### src/rtl/alu_result_stage.sv
// Registered result stage after the ALU: holds the architectural LO/HI registers and
// presents the selected write-back value through a one-entry valid/ready slice.
module alu_result_stage #(
    parameter int WIDTH = 32
) (
    input  logic             clk,
    input  logic             rst,
    input  logic             in_valid,
    output logic             in_ready,
    input  logic [WIDTH-1:0] Result,
    input  logic [WIDTH-1:0] Result_Hi,
    input  logic             Branch_Taken,
    input  logic [4:0]       OP_SELECT,
    input  logic [1:0]       ALU_LO_HI,
    output logic             out_valid,
    input  logic             out_ready,
    output logic [WIDTH-1:0] out_data,
    output logic             out_branch,
    output logic [WIDTH-1:0] LO,
    output logic [WIDTH-1:0] HI
);

    localparam logic [4:0] OP_MULT  = 5'b00010;
    localparam logic [4:0] OP_MULTU = 5'b00011;
    localparam logic [1:0] SEL_LO   = 2'b01;
    localparam logic [1:0] SEL_HI   = 2'b10;

    logic             valid_q, valid_d;
    logic [WIDTH-1:0] data_q, data_d;
    logic             branch_q, branch_d;
    logic [WIDTH-1:0] lo_q, lo_d;
    logic [WIDTH-1:0] hi_q, hi_d;
    logic             accept, transfer, is_mult;

    // LO/HI selects see the register values from before this edge, so a
    // mult and mflo in the same beat return the old LO.
    function automatic logic [WIDTH-1:0] select_wb(
        input logic [1:0]       sel,
        input logic [WIDTH-1:0] res,
        input logic [WIDTH-1:0] lo,
        input logic [WIDTH-1:0] hi
    );
        case (sel)
            SEL_LO:  select_wb = lo;
            SEL_HI:  select_wb = hi;
            default: select_wb = res;
        endcase
    endfunction

    assign in_ready = !valid_q || out_ready;
    assign accept   = in_valid && in_ready;
    assign transfer = valid_q && out_ready;
    assign is_mult  = (OP_SELECT == OP_MULT) || (OP_SELECT == OP_MULTU);

    always_comb begin
        valid_d  = valid_q;
        data_d   = data_q;
        branch_d = branch_q;
        lo_d     = lo_q;
        hi_d     = hi_q;
        if (accept) begin
            valid_d  = 1'b1;
            data_d   = select_wb(ALU_LO_HI, Result, lo_q, hi_q);
            branch_d = Branch_Taken;
            if (is_mult) begin
                lo_d = Result;
                hi_d = Result_Hi;
            end
        end else if (transfer) begin
            valid_d = 1'b0;
        end
    end

    always_ff @(posedge clk) begin
        if (rst) begin
            valid_q  <= 1'b0;
            data_q   <= '0;
            branch_q <= 1'b0;
            lo_q     <= '0;
            hi_q     <= '0;
        end else begin
            valid_q  <= valid_d;
            data_q   <= data_d;
            branch_q <= branch_d;
            lo_q     <= lo_d;
            hi_q     <= hi_d;
        end
    end

    assign out_valid  = valid_q;
    assign out_data   = data_q;
    assign out_branch = branch_q;
    assign LO         = lo_q;
    assign HI         = hi_q;

endmodule

### config.mk
export PLATFORM = sky130hd
export DESIGN_NAME = alu_result_stage
export DESIGN_NICKNAME = d
export VERILOG_FILES = /design/src/rtl/alu_result_stage.sv
export SDC_FILE = /design/constraint.sdc
export NUM_CORES = 1
export LEC_CHECK = 0
export BUFFER_PORTS_ARGS = -buffer_cell sky130_fd_sc_hd__buf_4
export CELL_PAD_IN_SITES_DETAIL_PLACEMENT = 0
export CELL_PAD_IN_SITES_GLOBAL_PLACEMENT = 2
export CORE_MARGIN = 10
export CORE_UTILIZATION = 31
export CTS_CLUSTER_DIAMETER = 200
export DETAILED_ROUTE_END_ITERATION = 12
export MAX_ROUTING_LAYER = met4
export PLACE_DENSITY_LB_ADDON = 0.08
export SLEW_MARGIN = 20
export SYNTH_ARGS = -nofsm -noshare
export SYNTH_HDL_FRONTEND = slang
export SYNTH_SLANG_ARGS = --single-unit
### constraint.sdc
create_clock -name clk -period 2.7 [get_ports clk]
set_clock_uncertainty 0.05 [all_clocks]
set_input_delay 0.135 -clock clk [delete_from_list [all_inputs] [get_ports clk]]
set_output_delay 0.135 -clock clk [all_outputs]
set_load 0.01 [all_outputs]
==> Implementation_results.wiki <==
{| class="wikitable"
! Metric !! Value
|-
| Result of the run || finished, final reports clean
|-
| Detailed-route vias per instance || 5.00
|-
| Residual antenna-violating net count after detailed routing || 0
|-
| Proportion of register bits with asynchronous set or reset after synthesis || 0
|-
| Maximum number of buffers from clock root to sink || 2
|-
| Floorplan core area || around 15,000 sq um
|-
| Class of the most critical setup path || reg2out
|-
| Die outline area || roughly 21,000 sq um
|-
| Final weighted congestion in routability-driven placement || ~0.79
|-
| Setup repair after global routing missed its margin || false
|-
| Least-Margin Pin Slew || ~790 ps
|-
| Instance count of the mapped netlist || between 400 and 500
|-
| Cell at the root of the clock tree || sky130_fd_sc_hd__clkbuf_16
|-
| Global-route wire length before repair || around 25,000 um
|-
| VDD IR-drop max || between 0.0002 and 0.0003 V
|-
| Antenna diode count || 0
|-
| Total leakage power || ~2.6 nW
|-
| Max FO, Critical Path || 35
|-
| Number of failing hold endpoints at the final stage || 0
|-
| Clock buffers created by TritonCTS || 9
|-
| Port Buf Inserts || ~170
|-
| Multi-input combinational cell area || 2450 sq um
|-
| Number of standard-cell rows in the floorplan || 45
|-
| Worst Hold Margin || roughly 11 ps
|-
| Maxcap violations || 0
|-
| Slew Limit Headroom || 0.476
|-
| Category of the worst setup path launch point || flop
|-
| Per-instance average area after synthesis || approximately 10 sq um
|-
| Count of flip-flops with a built-in enable after synthesis || 0
|-
| Count of buffers added by post-CTS timing repair for setup || 0
|-
| Arrival time worst endpoint || around 1800 ps
|-
| Area added between synthesis and finish || 38.2%
|-
| Final setup violation count || 0
|-
| Drt first-iter violations || between 200 and 300
|-
| Total standard cell area after synthesis || 4720 sq um
|-
| Post-synthesis mux area share || 0.136
|-
| Post-detailed-placement half-perimeter wirelength || approximately 12,000 um
|-
| Global route total overflow || 0
|-
| Insertion delay of the later-clocked pin in the worst-skew pair || between 300 and 400 ps
|-
| Layout net count || just over 700
|-
| Worst endpoint required time || about 2500 ps
|-
| Distinct cell type count of the synthesized netlist || 18
|-
| FF+latch count, synth || approximately 100
|-
| Power Dens Cells || roughly 510 nW/um^2
|-
| Adder and majority gate portion of the synthesized area || 0.00530
|-
| Largest family of logic cells by synthesized area || compound AO/OA/AOI/OAI gates
|-
| Number of cells on the worst reg-to-reg path || 4
|-
| Maximum level of the CTS H-tree || 3
|-
| Number of antenna violations at the first check in global routing || 0
|-
| Via count of the first global-routing pass || 4,271
|-
| Main flop type after synthesis || sky130_fd_sc_hd__dfxtp_1
|-
| Pin count of the biggest net entering global routing || 85
|-
| Post-synthesis net count || around 560
|-
| Xor/xnor cell area share of the yosys netlist || 0
|-
| Post-route clock period utilization || 0.717
|-
| Timing-limited maximum frequency || about 520 MHz
|-
| Wire length reported by the detailed router || around 17,000 um
|-
| Final TNS setup || 0 ps
|-
| Number of warnings reported in the yosys synthesis log || 0
|-
| Post-synthesis simple-gate area fraction || 0.177
|-
| Clock Sinks || 98
|-
| Proportion of layout cells with a drive suffix above 1 || 0.316
|-
| Clock period minus final worst setup slack || 1940 ps
|-
| TritonCTS clock tree || done
|-
| Clock-pin slew on the worst setup and hold paths || around 70 ps
|-
| Starting utilization of the core area || 0.313
|-
| Final number of max-transition violations || 0
|-
| WHS Path Cells || 3
|-
| Via count || 4,177
|-
| Die height || about 140 um
|-
| Fraction of the yosys area taken by sequential cells || 0.416
|-
| Hold Crit Class || in2reg
|-
| Number of top-level design ports || 175
|-
| Avg WL per Cell || approximately 20 um
|-
| Die width || ~140 um
|-
| FF/Latch Area || approximately 2000 sq um
|-
| Global router's overall resource usage || 0.161
|-
| Number of iterations in the first detailed-routing pass || 4
|-
| DRC violation count after routing || 0
|-
| Capturing element type of the critical path || output pin
|-
| Compound-gate portion of the synthesized area || 0.198
|-
| Fillcell total || between 1,500 and 2,000
|}
-- routing by layer --
layer,vias up,global-route usage,wire (um)
met1,1975,0.203,7500
met4,0,0.0516,212
li1,2064,-,-
met2,124,0.250,7870
met5,-,-,0
met3,14,0.0363,926
-- synthesized netlist by cell type (2+ instances only) --
| cell type | number | area [sq um] |
|---|---|---|
| sky130_fd_sc_hd__nand2b_1 | 128 | 801 |
| sky130_fd_sc_hd__dfxtp_1 | 98 | 1960 |
| sky130_fd_sc_hd__mux2i_1 | 64 | 641 |
| sky130_fd_sc_hd__clkbuf_1 | 43 | 161 |
| sky130_fd_sc_hd__a21oi_1 | 34 | 170 |
| sky130_fd_sc_hd__o21ai_0 | 33 | 165 |
| sky130_fd_sc_hd__a221o_1 | 32 | 320 |
| sky130_fd_sc_hd__o2111ai_1 | 32 | 280 |
| sky130_fd_sc_hd__buf_12 | 6 | 120 |
| sky130_fd_sc_hd__inv_1 | 4 | 15.0 |
| sky130_fd_sc_hd__buf_2 | 2 | 10.0 |
| sky130_fd_sc_hd__ha_1 | 2 | 25.0 |
-- layout by cell type, fill, tap and decap left out, drive strengths merged --
master,netlist,routed
dlygate4sd3,0,15
inv,5,5
nor3,1,1
a221o,32,32
dfxtp,98,98
nand3,1,1
o21ai,33,33
nor2b,1,1
o2111ai,32,32
nand2b,128,128
a21oi,34,34
mux2i,64,64
clkinv,0,2
clkinvlp,0,2
clkbuf,43,12
or4b,1,1
buf,9,185
ha,2,2
-- worst paths after layout --
check	slack (ps)	start	endpoint
setup / recovery	760	out_valid	in_ready
hold / removal	10	Result_Hi[15]	HI[15]
setup reg to reg	980	out_valid	out_data[28]
hold reg to reg	430	out_data[6]	out_data[6]
-- repair_timing --
item,CTS,global route
hold buffers,15,0
gates resized for setup,0,0
endpoints found under the hold margin,15,0
-- report_power, final --
group / leakage [nW] / total (W) / switching, W / internal [W]
logic: 1.64 / 0.000528 / 0.000260 / 0.000268
registers: 0.795 / 0.00152 / 0.0000279 / 0.00149
clock network: 0.141 / 0.00127 / 0.000567 / 0.000698
total: 2.58 / 0.00331 / 0.000855 / 0.00246
-- registers in the layout, indices dropped and copies added (netlist names) --
register and cells:
LO 32, out_branch 1, HI 32, out_data 32, out_valid 1
-- critical path, cell delays in order (launching register included) --
cell	delay, ps
sky130_fd_sc_hd__dfxtp_1	340
sky130_fd_sc_hd__nor2b_4	380
sky130_fd_sc_hd__inv_2	390
sky130_fd_sc_hd__buf_4	280
-- per-stage QoR --
step	instance area, sq um	cells	total power (W)	utilization	setup slack (ps)
after global routing	6520	836	0.00346	0.432	616
after detailed placement	6080	805	0.00207	0.403	679
final	6520	836	0.00331	0.432	765
after floorplan	4720	484	0.00182	-	1270
after CTS	6520	836	0.00337	0.432	697
after global placement	6080	805	0.00207	0.403	694
-- area by class of cell --
| class | instances | share of cell area |
|---|---|---|
| Timing Repair Buffer | 200 | 0.240 |
| Multi-Input combinational cell | 329 | 0.376 |
| Inverter | 5 | 0.00288 |
| Sequential cell | 98 | 0.301 |
| Tap cell | 188 | 0.0361 |
| Clock buffer | 12 | 0.0409 |
| Clock inverter | 4 | 0.00384 |
-- cells by family (layout without fill, tap and decap cells) --
family	Yosys count	in the layout
compound gates	131	131
buf+inv	57	221
flops	98	98
simple gates	132	132
fa+ha+maj	2	2
mux	64	64
Note: power is estimated with default switching activity, not from simulation.
